**src/rtl/spi_slave_responder_if.sv**
```systemverilog
// Host-side byte interface of the SPI responder: TX bytes in, RX bytes out,
// each with its own valid/ready handshake.
interface spi_slave_responder_if #(
  parameter int DATA_WIDTH = 8
);
  logic [DATA_WIDTH-1:0] tx_data_i;
  logic                  tx_valid_i;
  logic                  tx_ready_o;
  logic [DATA_WIDTH-1:0] rx_data_o;
  logic                  rx_valid_o;
  logic                  rx_ready_i;

  modport master (
    output tx_data_i, tx_valid_i, rx_ready_i,
    input  tx_ready_o, rx_data_o, rx_valid_o
  );

  modport slave (
    input  tx_data_i, tx_valid_i, rx_ready_i,
    output tx_ready_o, rx_data_o, rx_valid_o
  );
endinterface

```
**src/rtl/spi_slave_responder.sv**
```systemverilog
// SPI target: oversamples ss/sclk/mosi in the PCLK domain, shifts one frame per
// select, and exchanges bytes with the host through a one-deep TX holding register.
module spi_slave_responder #(
  parameter int DATA_WIDTH  = 8,
  parameter int SYNC_STAGES = 2
) (
  input  logic PCLK,
  input  logic PRESET,
  input  logic cpol_i,
  input  logic cpha_i,
  input  logic lsbfe_i,
  input  logic ss_i,
  input  logic sclk_i,
  input  logic mosi_i,
  output logic miso_o,
  output logic miso_oe_o,
  output logic busy_o,
  output logic underrun_o,
  output logic overrun_o,
  output logic abort_o,
  input  logic clr_status_i,
  spi_slave_responder_if.slave host
);

  localparam int CW = $clog2(DATA_WIDTH + 1);
  localparam logic [CW-1:0] LAST_BIT = CW'(DATA_WIDTH - 1);

  typedef enum logic [1:0] {
    IDLE  = 2'd0,
    LOAD  = 2'd1,
    SHIFT = 2'd2,
    DONE  = 2'd3
  } state_t;

  state_t state, state_next;

  logic [SYNC_STAGES-1:0] ss_sync, sclk_sync, mosi_sync;
  logic ss_s, sclk_s, mosi_s, ss_prev, sclk_prev;
  logic sclk_rise, sclk_fall, sample_edge, drive_edge;
  logic do_load, do_sample, do_drive, do_done, do_abort;
  logic [CW-1:0] cnt;
  logic [DATA_WIDTH-1:0] tx_hold, tx_shift, rx_shift, load_word;

  assign ss_s   = ss_sync[SYNC_STAGES-1];
  assign sclk_s = sclk_sync[SYNC_STAGES-1];
  assign mosi_s = mosi_sync[SYNC_STAGES-1];

  // Synchroniser chains and edge-history flops; ss history clears low so a
  // select already asserted across reset is not mistaken for a new falling edge.
  always_ff @(posedge PCLK) begin
    if (PRESET) begin
      ss_sync   <= '0;
      sclk_sync <= '0;
      mosi_sync <= '0;
      ss_prev   <= 1'b0;
      sclk_prev <= 1'b0;
    end else begin
      ss_sync   <= {ss_sync[SYNC_STAGES-2:0], ss_i};
      sclk_sync <= {sclk_sync[SYNC_STAGES-2:0], sclk_i};
      mosi_sync <= {mosi_sync[SYNC_STAGES-2:0], mosi_i};
      ss_prev   <= ss_s;
      sclk_prev <= sclk_s;
    end
  end

  assign sclk_rise   = sclk_s & ~sclk_prev;
  assign sclk_fall   = ~sclk_s & sclk_prev;
  assign sample_edge = (cpol_i == cpha_i) ? sclk_rise : sclk_fall;
  assign drive_edge  = (cpol_i == cpha_i) ? sclk_fall : sclk_rise;
  assign load_word   = host.tx_ready_o ? '0 : tx_hold;

  // State register.
  always_ff @(posedge PCLK) begin
    if (PRESET) begin
      state <= IDLE;
    end else begin
      state <= state_next;
    end
  end

  // Next state and per-cycle datapath strobes.
  always_comb begin
    state_next = state;
    do_load    = 1'b0;
    do_sample  = 1'b0;
    do_drive   = 1'b0;
    do_done    = 1'b0;
    do_abort   = 1'b0;
    case (state)
      IDLE: begin
        if (ss_prev && !ss_s) state_next = LOAD;
        else                  state_next = IDLE;
      end
      LOAD: begin
        do_load    = 1'b1;
        state_next = SHIFT;
      end
      SHIFT: begin
        if (ss_s) begin
          do_abort   = 1'b1;
          state_next = IDLE;
        end else if (sample_edge) begin
          do_sample = 1'b1;
          if (cnt == LAST_BIT) state_next = DONE;
          else                 state_next = SHIFT;
        end else if (drive_edge && cnt != CW'(0) && cnt < CW'(DATA_WIDTH)) begin
          // The CPHA=1 leading edge arrives with cnt==0 and must not advance.
          do_drive = 1'b1;
        end else begin
          state_next = SHIFT;
        end
      end
      DONE: begin
        do_done = 1'b1;
        if (ss_s) state_next = IDLE;
        else      state_next = LOAD;
      end
      default: state_next = IDLE;
    endcase
  end

  // Shift registers, host handshakes, status flags and registered outputs.
  always_ff @(posedge PCLK) begin
    if (PRESET) begin
      tx_hold         <= '0;
      tx_shift        <= '0;
      rx_shift        <= '0;
      cnt             <= '0;
      miso_o          <= 1'b0;
      miso_oe_o       <= 1'b0;
      busy_o          <= 1'b0;
      underrun_o      <= 1'b0;
      overrun_o       <= 1'b0;
      abort_o         <= 1'b0;
      host.tx_ready_o <= 1'b1;
      host.rx_data_o  <= '0;
      host.rx_valid_o <= 1'b0;
    end else begin
      // A write landing in the LOAD cycle is kept for the following frame.
      if (host.tx_valid_i && host.tx_ready_o) begin
        tx_hold         <= host.tx_data_i;
        host.tx_ready_o <= 1'b0;
      end else if (do_load) begin
        host.tx_ready_o <= 1'b1;
      end
      if (do_load) begin
        tx_shift <= load_word;
        miso_o   <= lsbfe_i ? load_word[0] : load_word[DATA_WIDTH-1];
        cnt      <= '0;
      end
      if (do_sample) begin
        rx_shift <= lsbfe_i ? {mosi_s, rx_shift[DATA_WIDTH-1:1]}
                            : {rx_shift[DATA_WIDTH-2:0], mosi_s};
        cnt      <= cnt + CW'(1);
      end
      if (do_drive) begin
        tx_shift <= lsbfe_i ? {1'b0, tx_shift[DATA_WIDTH-1:1]}
                            : {tx_shift[DATA_WIDTH-2:0], 1'b0};
        miso_o   <= lsbfe_i ? tx_shift[1] : tx_shift[DATA_WIDTH-2];
      end
      if (do_done) begin
        host.rx_data_o  <= rx_shift;
        host.rx_valid_o <= 1'b1;
      end else if (host.rx_ready_i) begin
        host.rx_valid_o <= 1'b0;
      end
      if (do_load && host.tx_ready_o)  underrun_o <= 1'b1;
      else if (clr_status_i)           underrun_o <= 1'b0;
      if (do_done && host.rx_valid_o && !host.rx_ready_i) overrun_o <= 1'b1;
      else if (clr_status_i)                              overrun_o <= 1'b0;
      abort_o   <= do_abort;
      busy_o    <= (state_next != IDLE);
      miso_oe_o <= (state_next != IDLE);
    end
  end

endmodule

```
**src/flat_wrapper.sv**
```systemverilog
// flat-port wrapper written by rule: the top's interface ports become plain ports
module spi_slave_responder_flat 
#(
  parameter int DATA_WIDTH  = 8,
  parameter int SYNC_STAGES = 2
)
  (PCLK, PRESET, cpol_i, cpha_i, lsbfe_i, ss_i, sclk_i, mosi_i, miso_o, miso_oe_o, busy_o, underrun_o, overrun_o, abort_o, clr_status_i, host_tx_data_i, host_tx_valid_i, host_rx_ready_i, host_tx_ready_o, host_rx_data_o, host_rx_valid_o);
  spi_slave_responder_if #(.DATA_WIDTH(DATA_WIDTH)) host_i ();
  input  logic PCLK;
  input  logic PRESET;
  input  logic cpol_i;
  input  logic cpha_i;
  input  logic lsbfe_i;
  input  logic ss_i;
  input  logic sclk_i;
  input  logic mosi_i;
  output logic miso_o;
  output logic miso_oe_o;
  output logic busy_o;
  output logic underrun_o;
  output logic overrun_o;
  output logic abort_o;
  input  logic clr_status_i;
  input wire logic [$bits(host_i.tx_data_i)-1:0] host_tx_data_i;
  input wire logic [$bits(host_i.tx_valid_i)-1:0] host_tx_valid_i;
  input wire logic [$bits(host_i.rx_ready_i)-1:0] host_rx_ready_i;
  output wire logic [$bits(host_i.tx_ready_o)-1:0] host_tx_ready_o;
  output wire logic [$bits(host_i.rx_data_o)-1:0] host_rx_data_o;
  output wire logic [$bits(host_i.rx_valid_o)-1:0] host_rx_valid_o;
  assign host_i.tx_data_i = host_tx_data_i;
  assign host_i.tx_valid_i = host_tx_valid_i;
  assign host_i.rx_ready_i = host_rx_ready_i;
  assign host_tx_ready_o = host_i.tx_ready_o;
  assign host_rx_data_o = host_i.rx_data_o;
  assign host_rx_valid_o = host_i.rx_valid_o;
  spi_slave_responder #(.DATA_WIDTH(DATA_WIDTH), .SYNC_STAGES(SYNC_STAGES)) u_core (.PCLK(PCLK), .PRESET(PRESET), .cpol_i(cpol_i), .cpha_i(cpha_i), .lsbfe_i(lsbfe_i), .ss_i(ss_i), .sclk_i(sclk_i), .mosi_i(mosi_i), .miso_o(miso_o), .miso_oe_o(miso_oe_o), .busy_o(busy_o), .underrun_o(underrun_o), .overrun_o(overrun_o), .abort_o(abort_o), .clr_status_i(clr_status_i), .host(host_i));
endmodule
```
**config.mk**
```make
export PLATFORM = sky130hd
export DESIGN_NAME = spi_slave_responder_flat
export DESIGN_NICKNAME = d
export VERILOG_FILES = /design/src/rtl/spi_slave_responder_if.sv /design/src/rtl/spi_slave_responder.sv /design/src/flat_wrapper.sv
export SDC_FILE = /design/constraint.sdc
export NUM_CORES = 1
export LEC_CHECK = 0
export ABC_CLOCK_PERIOD_IN_PS = 3100
export CAP_MARGIN = 10
export CORE_MARGIN = 2
export CORE_UTILIZATION = 50
export CTS_BUF_LIST = sky130_fd_sc_hd__clkbuf_2
export CTS_CLUSTER_SIZE = 8
export DETAILED_ROUTE_END_ITERATION = 6
export PLACE_DENSITY = 0.84
export SLEW_MARGIN = 20
export SYNTH_ARGS = -nofsm -noshare
export SYNTH_HDL_FRONTEND = slang
export SYNTH_SLANG_ARGS = --single-unit
export TNS_END_PERCENT = 20
```
**constraint.sdc**
```tcl
create_clock -name PCLK -period 3.1 [get_ports PCLK]
set_clock_uncertainty 0.15 [all_clocks]
set_input_delay 0.31 -clock PCLK [delete_from_list [all_inputs] [get_ports PCLK]]
set_output_delay 0.31 -clock PCLK [all_outputs]
set_load 0.05 [all_outputs]
```
Word-level counts from Yosys, hierarchy flattened
Cells that the tools add are included.
- $add $sub $neg: 1
- order comparisons: 1
- equality and inequality tests: 5
- multiplexer cells: 37
- bitwise operators: 5
- reduce and logical (&&, ||, !) cells: 19
- operators by type and width (kind ; number):
    $mux 8 ; 5
    $mux 1 ; 26
    $reduce_bool 2->1 ; 7
    $mux 4 ; 2
    $pmux 2 s4 ; 1
    $logic_and 1x1->1 ; 7
    $mux 2 ; 3
    $add 4x1->4 const B ; 1
    $eq 2x2->1 const B ; 2
    $eq 4x3->1 const B ; 1
    $lt 4x4->1 const B ; 1
    $reduce_bool 4->1 ; 1
    $not 1->1 ; 3
    $and 1x1->1 ; 2
    $eq 2x1->1 const B ; 1
    $logic_not 1->1 ; 2
    $logic_not 2->1 ; 1
    $reduce_or 2->1 ; 1
    $eq 1x1->1 ; 1
- flip-flop bits (word level): 53
- bits of input ports: 19
- output and inout port bits: 16
- word-level logic and storage cells: 86

Depth between registers and ports, before layout
- word-level depth: 10
- depth in mapped cells: 7
- depth with buffers taken out: 6

Worst setup path after synthesis
OpenSTA, ideal clock, no wires.
- path kind: input-to-reg
- from: in cpha_i
- to: reg u_core.cnt[3]
- setup time: 0.074 ns
- arrival: 1.602 ns
- required time: 2.876 ns
- setup slack: 1.274 ns
- stages on the path: 4
- path buffers: 0
- cell sequence: xor2_1 > mux2_2 > or4_1 > a31oi_1
- longest elaborated chain between the ends: 6
- elaborated cells on any way between the ends: 7
- those cells by class: eq/ne (1); mux (5); reduce/logical (1)
- RTL lines (item ; RTL line ; RTL):
    start: declaration ; flat_wrapper.sv:12 ; input logic cpha_i;
    $eq 1x1->1 * ; spi_slave_responder.sv:68 ; assign sample_edge = (cpol_i == cpha_i) ? sclk_rise : sclk_fall;
    $mux 1 * ; spi_slave_responder.sv:68 ;
    $mux 1 * ; spi_slave_responder.sv:102 ; end else if (sample_edge) begin
    $mux 1 * ; spi_slave_responder.sv:99 ; if (ss_s) begin
    $mux 1 * ; spi_slave_responder.sv:89 ; case (state)
    $mux 4 / $reduce_bool 2->1 (equally long branches) ; - ;
    end signal: assignment ; spi_slave_responder.sv:154 ; cnt <= cnt + CW'(1);
    end: declaration ; spi_slave_responder.sv:41 ; logic [CW-1:0] cnt;
Every way passes the cells marked *; elsewhere a longest branch is shown, timed or not.
A chain may end at the register's enable or synchronous reset.

Final worst setup path
- from: reg u_core.state[1]
- to: reg u_core.tx_shift[4]
- longest elaborated chain between the ends: 3
- elaborated cells on any way between the ends: 6
- those cells by class: eq/ne (2); mux (3); reduce/logical (1)
- RTL lines (item ; RTL line ; RTL):
    start: declaration ; spi_slave_responder.sv:35 ; state_t state, state_next;
    start signal: assignment ; spi_slave_responder.sv:77 ; state <= state_next;
    $eq 2x2->1 / $eq 2x1->1 (equally long branches) ; spi_slave_responder.sv:89 ;
    $mux 1 ; spi_slave_responder.sv:89 ;
    $mux 8 / $reduce_bool 2->1 (equally long branches) ; - ;
    end signal: assignment ; spi_slave_responder.sv:147 ; tx_shift <= load_word;
    end signal: assignment ; spi_slave_responder.sv:157 ; tx_shift <= lsbfe_i ? {1'b0, tx_shift[DATA_WIDTH-1:1]}
    end: declaration ; spi_slave_responder.sv:42 ; logic [DATA_WIDTH-1:0] tx_hold, tx_shift, rx_shift, load_word;
Parallel ways exist; a longest one is shown, timed or not.

==> flow_summary.toml <==
[global_routing]
grt_usage_pct = 19.49
grt_pass1_wl_mm = 7.886
grt_max_degree = 41
antenna_found_initial = 0
grt_pass1_vias = 1826
grt_overflow_total = 0

[placed_design]
hpwl_mm = 3.228
port_buffers = 34
gp_congestion = 0.8195
place_ws_ns = 0.6531
place_area_um2 = 2634

[sta]
worst_pin_slew_ns = 0.8121
min_period_ns = 2.362
relSlewSlack_pct = 45.86
layout_setup_ws_ns = 0.7382
setup-violations-final = 0
max_freq_mhz = 423.4
post-route-period-util_pct = 76.19
hold_viol_final = 0
slew_viol_final = 0
finalSetupTns_ns = 0
rsz0062_at_grt = "no"

[run_status]
status = "complete, no violations"

[clock_network]
cts-root-buf = "clkbuf_2"
cts_max_level = 2
cts.sink_count = 53
cts_buffer_depth = 2
cts_tree = "done"
clk_pin_slew_ns = 0.26
numCtsBuffers = 5
clk_latency_ns = 0.44
cts_setup_buffers = 0
cts_hold_buf = 0
cts_resized = 0

[worst_setup_path]
crit_type = "flip-flop to flip-flop"
startpoint = "u_core.state[1]"
worstReg2RegStart = "u_core.state[1]"
critPathArrivalTime_ns = 2.59
rr_worst_depth = 4
startpoint_type = "flip-flop"
timing.rr.end = "u_core.tx_shift[4]"
crit_path_end_kind = "flip-flop"
critPathMaxFanout = 18
setup.reg_to_reg.worst_slack_ns = 0.74
required_ns = 3.33

[power_and_ir_drop]
powerDensity_nw_per_um2 = 402.0
leakage_nw = 0.8908
ir_worst_vdd_mv = 0.2658

[synth]
yosys_most_used_dff = "dfxtp_1"
netlist_instances = 249
synth_seq_cells = 53
synth-edff-count = 0
synth_nets = 270
synth_seq_area_share_pct = 46.11
async_reset_ff_share_pct = 0
ys_warn_count = 0
syn_area_per_cell_um2 = 9.241
netlist_area_um2 = 2301
synth.distinct_cells = 38

[floorplan]
initial_utilization_pct = 52.48
core_area_um2 = 4384
core.rowCount = 24
design.die.area_um2 = 5160
die_w_um = 71.84
die_y_um = 71.84
ios = 35

[job]
maxCapViolations = 0

[detailed_routing]
drc = 0
vias_per_cell = 5.758
drt_first_pass_iters = 4
wl_per_cell_um = 14.46
finalWirelength_mm = 4.729
vias = 1883
drtIter0Drc = 120
antenna_left = 0

[cells_and_area]
design_area_um2 = 2671
drive_gt1_share_pct = 5.818
layout_commonest_cell = "dfxtp_1"
n_fill_cell = 403
diodes = 0
fin_nets = 295
final_cell_mix = "53 x dfxtp_1, 37 x a21oi_1, 33 x clkdlybuf4s50_1"
syn2layout_area_growth_pct = 16.10

[worst_hold_path]
hold_path_depth = 3
min_from = "host_tx_data_i[4]"
min_to = "u_core.tx_hold[4]"
hold_class = "primary input to flip-flop"
## worst max-delay path: stages (launching register included)
cell and delay [ns]:
dfxtp_1 0.54, or3b_1 0.54, nor3_4 0.60, a221oi_1 0.18
a311oi_1 0.28
## Yosys cell counts, drive strengths merged, types with 3 or more instances
cell	instances	area, um^2
nor2	3	11.26
nor2b	15	93.84
nand2b	4	25.02
buf	8	56.29
mux2i	18	180.2
nor3b	6	45.04
inv	5	18.77
clkbuf	13	48.80
a211oi	8	60.06
dfxtp	53	1061
a21oi	37	185.2
o211ai	5	37.54
nand3	11	55.05
a221oi	7	61.31
a311oi	7	67.56
nand2	26	97.59
## power breakdown
part / internal [mW] / leakage (nW) / total [mW] / switching (mW)
sequential: 0.697 / 0.430 / 0.706 / 0.00892
clock: 0.0494 / 0.0278 / 0.258 / 0.209
combinational: 0.0488 / 0.433 / 0.109 / 0.0603
total: 0.796 / 0.891 / 1.07 / 0.278
## cell type report
cell class                 count  area, um^2  share of cell area, %
timing repair buffer          39       372.9                  13.96
clock inverter                 3       12.51                 0.4684
clock buffer                   5       25.02                 0.9368
sequential                    53        1061                  39.72
multi-input combinational    170        1116                  41.78
tap                           52       65.06                  2.436
inverter                       5       18.77                 0.7026
## cells by family after synthesis
family	count (synthesis)	share of synthesized area (%)
buffers and inverters	26	5.383
XOR/XNOR	1	0.3807
flip-flops	53	46.11
multiplexers	19	8.320
AO/OA/AOI/OAI	71	20.01
AND/OR/NAND/NOR	77	18.71
adder cells (fa/ha/maj)	2	1.087
## worst max path at each step
| stage | endpoint | slack (ns) |
|---|---|---|
| floorplan | u_core.cnt[3] | 1.27 |
| global placement | u_core.rx_shift[3] | 0.71 |
| detailed placement | u_core.rx_shift[6] | 0.65 |
| CTS | u_core.tx_shift[4] | 0.73 |
| global route | u_core.tx_shift[5] | 0.52 |
| finish | u_core.tx_shift[4] | 0.74 |
## state kept, by name, indices dropped and copies added (netlist names)
name,flops
u_core.abort_o,1
u_core.cnt,4
u_core.host.rx_data_o,8
u_core.host.rx_valid_o,1
u_core.host.tx_ready_o,1
u_core.miso_o,1
u_core.miso_oe_o,1
u_core.mosi_sync,2
u_core.overrun_o,1
u_core.rx_shift,8
u_core.sclk_prev,1
u_core.sclk_sync,2
u_core.ss_prev,1
u_core.ss_sync,2
u_core.state,2
u_core.tx_hold,8
u_core.tx_shift,8
u_core.underrun_o,1
## metal layers
metal | vias to the layer above | routed length (um) | part of all wire (%) | track usage (%)
li1 | 951 | - | - | -
met1 | 887 | 2171 | 46 | 23.85
met2 | 36 | 2293 | 48 | 31.89
met3 | 9 | 168 | 3.6 | 5.063
met4 | 0 | 95 | 2.0 | 9.434
met5 | - | 0 | 0 | 0
## stage by stage
stage | hold slack, ns | util (%) | std cells | power (mW)
2_1_floorplan | 0.2638 | - | 249 | 0.7881
3_3_place_gp | 0.2703 | 60.07 | 319 | 0.8261
3_5_place_dp | 0.2774 | 60.07 | 319 | 0.8281
4_1_cts | 0.2197 | 60.93 | 327 | 1.083
5_1_grt | 0.2151 | 60.93 | 327 | 1.119
6_report | 0.2304 | 60.93 | 327 | 1.074
No activity file was read; power rests on OpenSTA's default activity.
